## src/rtl/tm_qm_pkg.sv

```systemverilog
// rtl/tm_qm_pkg.sv - shared constants and init-state encoding for the queue-manager depth counter
package tm_qm_pkg;

  localparam int TM_QM_QID_BITS   = 6;
  localparam int TM_QM_DEPTH_BITS = 12;

  typedef enum logic [1:0] {
    INIT_IDLE  = 2'd0,
    INIT_CLEAR = 2'd1,
    INIT_DONE  = 2'd2
  } init_state_e;

endpackage

```

## src/rtl/ram_1r1w.sv

```systemverilog
// rtl/ram_1r1w.sv - one-read one-write synchronous RAM, registered read, old data on same-address collision
module ram_1r1w #(
  parameter int ADDR_BITS = 6,
  parameter int DATA_BITS = 12
) (
  input  logic                 clk,
  input  logic                 rd_en,
  input  logic [ADDR_BITS-1:0] rd_addr,
  output logic [DATA_BITS-1:0] rd_data,
  input  logic                 wr_en,
  input  logic [ADDR_BITS-1:0] wr_addr,
  input  logic [DATA_BITS-1:0] wr_data
);

  logic [DATA_BITS-1:0] mem [0:(1<<ADDR_BITS)-1];

  // Storage array write and registered read; a same-cycle read sees the pre-write contents
  always_ff @(posedge clk) begin
    if (wr_en) begin
      mem[wr_addr] <= wr_data;
    end
    if (rd_en) begin
      rd_data <= mem[rd_addr];
    end
  end

endmodule

```

## src/rtl/tm_qm_depth_ctr.sv

```systemverilog
// rtl/tm_qm_depth_ctr.sv - per-queue depth counter with 3-stage read-modify-write pipeline and clear sweep
// Optional threshold compare (thresh / over_thresh) is built when TM_QM_DEPTH_THRESH_EN is defined.
module tm_qm_depth_ctr
  import tm_qm_pkg::*;
#(
  parameter int QID_BITS   = TM_QM_QID_BITS,
  parameter int DEPTH_BITS = TM_QM_DEPTH_BITS
) (
  input  logic                  clk,
  input  logic                  reset,
  input  logic                  enq_req,
  input  logic [QID_BITS-1:0]   enq_qid,
  output logic                  enq_ready,
  input  logic                  deq_req,
  input  logic [QID_BITS-1:0]   deq_qid,
  output logic                  enq_ack,
  output logic                  enq_to_empty,
  output logic                  deq_ack,
  output logic                  deq_from_emptyp2,
  output logic                  deq_to_empty,
  output logic                  ovf_err,
  output logic                  unf_err,
  output logic                  init_done
`ifdef TM_QM_DEPTH_THRESH_EN
  ,
  input  logic [DEPTH_BITS-1:0] thresh,
  output logic                  over_thresh
`endif
);

  localparam logic [DEPTH_BITS-1:0] DEPTH_MAX  = '1;
  localparam logic [DEPTH_BITS-1:0] DEPTH_ZERO = '0;
  localparam logic [DEPTH_BITS-1:0] DEPTH_TWO  = DEPTH_BITS'(2);

  init_state_e           state_q, state_d;
  logic [QID_BITS-1:0]   clr_cnt_q, clr_cnt_d;
  logic                  clr_we;

  logic                  done;
  logic                  enq_acc, deq_acc;
  logic                  s0_valid;
  logic [QID_BITS-1:0]   s0_qid;

  logic                  s1_valid_q, s1_valid_d;
  logic                  s1_enq_q, s1_enq_d;
  logic                  s1_deq_q, s1_deq_d;
  logic [QID_BITS-1:0]   s1_qid_q, s1_qid_d;
  logic [DEPTH_BITS-1:0] s1_old, s1_new;

  logic                  s2_valid_q, s2_valid_d;
  logic                  s2_enq_q, s2_enq_d;
  logic                  s2_deq_q, s2_deq_d;
  logic [QID_BITS-1:0]   s2_qid_q, s2_qid_d;
  logic [DEPTH_BITS-1:0] s2_old_q, s2_old_d;
  logic [DEPTH_BITS-1:0] s2_new_q, s2_new_d;

  logic                  s3_valid_q, s3_valid_d;
  logic [QID_BITS-1:0]   s3_qid_q, s3_qid_d;
  logic [DEPTH_BITS-1:0] s3_new_q, s3_new_d;

  logic [DEPTH_BITS-1:0] ram_rd_data;
  logic                  ram_we;
  logic [QID_BITS-1:0]   ram_waddr;
  logic [DEPTH_BITS-1:0] ram_wdata;

  // Init FSM next state: one idle cycle, then sweep every qid to zero, then stay done
  always_comb begin
    state_d   = state_q;
    clr_cnt_d = clr_cnt_q;
    clr_we    = 1'b0;
    case (state_q)
      INIT_IDLE: begin
        state_d   = INIT_CLEAR;
        clr_cnt_d = '0;
      end
      INIT_CLEAR: begin
        clr_we    = 1'b1;
        clr_cnt_d = clr_cnt_q + QID_BITS'(1);
        if (clr_cnt_q == '1) begin
          state_d = INIT_DONE;
        end
      end
      INIT_DONE: begin
        state_d = INIT_DONE;
      end
      default: begin
        state_d = INIT_IDLE;
      end
    endcase
  end

  // Init FSM state and sweep counter registers
  always_ff @(posedge clk) begin
    if (reset) begin
      state_q   <= INIT_IDLE;
      clr_cnt_q <= '0;
    end else begin
      state_q   <= state_d;
      clr_cnt_q <= clr_cnt_d;
    end
  end

  // Dequeue always wins the single read port; a same-qid enqueue rides along as a combined op
  always_comb begin
    done      = (state_q == INIT_DONE);
    deq_acc   = ~reset & done & deq_req;
    enq_ready = ~reset & done & ~(deq_req & (deq_qid != enq_qid));
    enq_acc   = enq_req & enq_ready;
    s0_valid  = enq_acc | deq_acc;
    s0_qid    = deq_acc ? deq_qid : enq_qid;
  end

  // Stage 1: pick the freshest depth (stage-2 write, then last committed write, then RAM) and step it
  always_comb begin
    if (s2_valid_q && (s2_qid_q == s1_qid_q)) begin
      s1_old = s2_new_q;
    end else if (s3_valid_q && (s3_qid_q == s1_qid_q)) begin
      s1_old = s3_new_q;
    end else begin
      s1_old = ram_rd_data;
    end
    case ({s1_enq_q, s1_deq_q})
      2'b10:   s1_new = (s1_old == DEPTH_MAX)  ? s1_old : s1_old + DEPTH_BITS'(1);
      2'b01:   s1_new = (s1_old == DEPTH_ZERO) ? s1_old : s1_old - DEPTH_BITS'(1);
      default: s1_new = s1_old;
    endcase
  end

  // Pipeline register inputs; reset drops every in-flight operation
  always_comb begin
    s1_valid_d = ~reset & s0_valid;
    s1_enq_d   = enq_acc;
    s1_deq_d   = deq_acc;
    s1_qid_d   = s0_qid;
    s2_valid_d = ~reset & s1_valid_q;
    s2_enq_d   = s1_enq_q;
    s2_deq_d   = s1_deq_q;
    s2_qid_d   = s1_qid_q;
    s2_old_d   = s1_old;
    s2_new_d   = s1_new;
    s3_valid_d = ~reset & s2_valid_q;
    s3_qid_d   = s2_qid_q;
    s3_new_d   = s2_new_q;
  end

  // Pipeline registers
  always_ff @(posedge clk) begin
    s1_valid_q <= s1_valid_d;
    s1_enq_q   <= s1_enq_d;
    s1_deq_q   <= s1_deq_d;
    s1_qid_q   <= s1_qid_d;
    s2_valid_q <= s2_valid_d;
    s2_enq_q   <= s2_enq_d;
    s2_deq_q   <= s2_deq_d;
    s2_qid_q   <= s2_qid_d;
    s2_old_q   <= s2_old_d;
    s2_new_q   <= s2_new_d;
    s3_valid_q <= s3_valid_d;
    s3_qid_q   <= s3_qid_d;
    s3_new_q   <= s3_new_d;
  end

  // Write port: clear sweep and stage-2 writeback never overlap
  always_comb begin
    ram_we    = clr_we | s2_valid_q;
    ram_waddr = clr_we ? clr_cnt_q : s2_qid_q;
    ram_wdata = clr_we ? DEPTH_ZERO : s2_new_q;
  end

  ram_1r1w #(
    .ADDR_BITS (QID_BITS),
    .DATA_BITS (DEPTH_BITS)
  ) u_depth_ram (
    .clk     (clk),
    .rd_en   (s0_valid),
    .rd_addr (s0_qid),
    .rd_data (ram_rd_data),
    .wr_en   (ram_we),
    .wr_addr (ram_waddr),
    .wr_data (ram_wdata)
  );

  // Acks and status decode from the stage-2 op; a combined enq+deq never flags over/underflow
  always_comb begin
    init_done        = done;
    enq_ack          = s2_valid_q & s2_enq_q;
    deq_ack          = s2_valid_q & s2_deq_q;
    enq_to_empty     = enq_ack & (s2_old_q == DEPTH_ZERO);
    ovf_err          = enq_ack & ~s2_deq_q & (s2_old_q == DEPTH_MAX);
    deq_from_emptyp2 = deq_ack & (s2_old_q >= DEPTH_TWO);
    deq_to_empty     = deq_ack & (s2_new_q == DEPTH_ZERO);
    unf_err          = deq_ack & ~s2_enq_q & (s2_old_q == DEPTH_ZERO);
`ifdef TM_QM_DEPTH_THRESH_EN
    over_thresh      = s2_valid_q & (s2_new_q > thresh);
`endif
  end

endmodule

```

## config.mk

```make
export PLATFORM = sky130hd
export DESIGN_NAME = tm_qm_depth_ctr
export DESIGN_NICKNAME = d
export VERILOG_FILES = /design/src/rtl/tm_qm_pkg.sv /design/src/rtl/ram_1r1w.sv /design/src/rtl/tm_qm_depth_ctr.sv
export SDC_FILE = /design/constraint.sdc
export NUM_CORES = 1
export LEC_CHECK = 0
export BUFFER_PORTS_ARGS = -buffer_cell sky130_fd_sc_hd__buf_2
export CAP_MARGIN = 20
export CORE_UTILIZATION = 35
export DETAILED_ROUTE_END_ITERATION = 8
export HOLD_SLACK_MARGIN = 0.12
export SETUP_SLACK_MARGIN = 0.3
export SYNTH_ARGS = -nofsm -noshare
export SYNTH_HDL_FRONTEND = slang
export SYNTH_HIERARCHICAL = 1
export SYNTH_SLANG_ARGS = --single-unit
```

## constraint.sdc

```tcl
create_clock -name clk -period 5.05 [get_ports clk]
set_input_delay 1.01 -clock clk [delete_from_list [all_inputs] [get_ports clk]]
set_output_delay 1.01 -clock clk [all_outputs]
set_load 0.02 [all_outputs]
```

==> run metrics <==
Commonest cells post-synth edfxtp_1, mux4_2, nor2_1; TNS Setup 0 ns; Post-synth EDFFs 780; met1 usage 0.236; drt pass-1 iters 5; Setup Fix Bufs, Post-CTS 0; Synth Area in XOR/XNOR 0.00471; critical path launch point type flip-flop; die area ~0.097 mm^2; Avg WL per Cell roughly 26 um; main combinational cell family by area after synthesis multiplexers; Synth Area in Adders 0.00299; Worst-Margin Slew 1.06 ns; final core occ 0.407; Fill cells 8352; layout net count roughly 1900; area grow syn2layout 15.3%; multiplexer share of the synthesized area 0.145; Synth Instances around 1700; Hold-fix buffers, CTS 0; boundary pin count 25; die width around 310 um; crit-path max FO 40; Rel. slew slack 0.292; most common cell in the netlist edfxtp_1; clock root buffer clkbuf_16; clk sink count between 800 and 900; gr ovfl total 0; Detailed Route WL 82100 um; cts bufs inserted 87; vias per inst 5.45; die height 311 um; largest cells by area after synthesis edfxtp_1, mux4_2, dfxtp_1, nor2_1, mux2i_1; max_cap viols 0; Post-DP HPWL 51200 um; cell taking the most area after synthesis edfxtp_1; PD cells 455 mW/mm^2; Final Cycle Share 0.783; Initial Util 0.353; register area share after synthesis 0.741; simple-gate share of the synthesized area 0.0497; Async SR Flop Fraction 0; Detailed Route Iter0 Violations 2005; RSZ-0062 raised after global routing no; Primary FF master, synth edfxtp_1; Warnings, synthesis 6; f_max 253 MHz; post-synthesis compound-gate area fraction 0.0392; clock slew at reported path FFs 0.06 ns; min Tclk post-route 3.95 ns; Antenna Cells 0; ANT nets after route 0; initial antenna violation count 2; vias 17400; GRT Total Usage 0.170; Final Hold Viols 0; worst hold path class flip-flop to flip-flop; met2 Use GR 0.278; Post-Syn Nets 1752; Layout Skew between 0.02 and 0.03 ns; Mean Syn Cell Area between 15 and 20 um^2; Slew Limit Fails 0; Worst-Skew Late Latency about 0.64 ns; CTS tree done; cts repair resizes 0; Cell Rows 113; Netlist cell types 81; first-pass GRT wire length 122000 um; mapped cell area 0.0335 mm^2; GR peak layer met2; CP Capture Type flip-flop; Remaining DRCs 0; #FFs+latches synth about 850; Synth top area share 0.700; number of setup violations in the final report 0; number of port buffers 24; WP data arrival 4.30 ns; H-tree Lvls 3; outcome finished clean; total core area 0.0949 mm^2; largest net degree at the start of global routing between 60 and 70; multi-input logic area slightly above 0.008 mm^2; vias in the first global route 17700; WS Path Type flip-flop to flip-flop; CP required 5.40 ns; leak pwr 12.2 nW; met3 Track Usage GR 0.0291; gpl congestion 0.863; clk buf depth 3; Peak VDD IR slightly below 300 uV; sequential standard cell area approximately 0.025 mm^2; layout cells sized above 1 0.261
power breakdown:
group / total, mW / switching [mW] / internal [mW] / leakage, nW
sequential: 8.61 / 0.0816 / 8.52 / 7.65
combinational: 2.55 / 1.83 / 0.725 / 3.19
clock: 6.41 / 2.67 / 3.74 / 1.40
layer usage:
metal | routed length (um) | share of wire
met1 | 34900 | 0.42
met2 | 40300 | 0.49
met5 | 0 | 0
met3 | 5400 | 0.066
met4 | 1560 | 0.019
registers in the layout, indices dropped and copies added, names as in the netlist:
signal / flops
s1_valid_q: 1
u_depth_ram/rd_data: 12
s1_deq_q: 1
s3_valid_q: 1
u_depth_ram/mem: 768
s2_new_q: 12
s2_qid_q: 6
s2_valid_q: 1
s3_qid_q: 6
s2_old_q: 12
clr_cnt_q: 6
state_q: 2
s2_enq_q: 1
s1_enq_q: 1
s1_qid_q: 6
s3_new_q: 12
s2_deq_q: 1
worst max-delay path, cell delays in order (launching register included):
cell and delay [ns]:
dfxtp_1 0.32, inv_1 0.10, ha_1 0.18, nor2b_1 0.17, nand2_1 0.24, mux2_8 0.66, buf_12 0.32, mux4_2 0.55
mux2_2 0.27, o22a_1 0.22, o221ai_1 0.44, o31ai_1 0.14
path summary, 6_finish.rpt:
path                                                    endpoint  slack [ns]                    start  cells after the start
worst min register to register                  s2_enq_q$_DFF_P_        0.38         s1_enq_q$_DFF_P_                      0
worst max-delay path            u_depth_ram/rd_data[4]$_DFFE_PP_        1.10  state_q[0]$_SDFFE_PP0P_                     11
worst min-delay path                            s2_enq_q$_DFF_P_        0.38         s1_enq_q$_DFF_P_                      0
worst max register to register  u_depth_ram/rd_data[4]$_DFFE_PP_        1.10  state_q[0]$_SDFFE_PP0P_                     11
logic make-up after synthesis:
kind of cell    count (synthesis)
fa+ha+maj                       8
flops                         849
simple gates                  317
xor+xnor                       18
compound gates                187
buf+inv                       108
mux                           241
per-stage QoR:
stage / instances / hold slack (ns) / power (mW) / setup WS [ns] / cell area (um^2)
global placement: 3015 / 0.366 / 11.2 / 0.434 / 35600
global route: 3198 / 0.382 / 18.1 / 0.772 / 38600
finish: 3198 / 0.377 / 17.6 / 1.10 / 38600
floorplan: 1728 / 0.355 / 10.2 / 1.63 / 33500
detailed placement: 3032 / 0.370 / 11.3 / 0.438 / 35700
CTS: 3196 / 0.378 / 17.7 / 1.04 / 38600
area by class of cell:
type / count / area share
Inverter: 16 / 0.00162
Multi-Input combinational cell: 771 / 0.213
Sequential cell: 849 / 0.642
Clock buffer: 101 / 0.0589
Timing Repair Buffer: 133 / 0.0277
Clock inverter: 63 / 0.0153
Tap cell: 1265 / 0.0410
cells in the final DEF, fill, tap and decap left out, types with 8 or more instances in the layout:
| cell type | count |
|---|---|
| nor3_1 | 22 |
| nand2_1 | 26 |
| xnor2_1 | 8 |
| dfxtp_1 | 69 |
| clkbuf_1 | 12 |
| mux4_2 | 192 |
| mux2_2 | 17 |
| nand2b_1 | 21 |
| a22oi_1 | 9 |
| a21oi_1 | 25 |
| buf_4 | 95 |
| nor2_1 | 102 |
| clkbuf_16 | 89 |
| nor2b_4 | 11 |
| nor4_1 | 12 |
| buf_2 | 24 |
| a31oi_1 | 12 |
| inv_1 | 13 |
| a211oi_1 | 14 |
| nor2b_1 | 21 |
| clkinv_2 | 18 |
| nand3_1 | 39 |
| o22ai_1 | 24 |
| o21ai_0 | 29 |
| edfxtp_1 | 780 |
| o221ai_1 | 17 |
| buf_12 | 9 |
| bufinv_16 | 10 |
| clkinv_1 | 30 |
| mux2i_1 | 28 |
| xor2_1 | 10 |
Note: power is estimated with default switching activity, not from simulation.
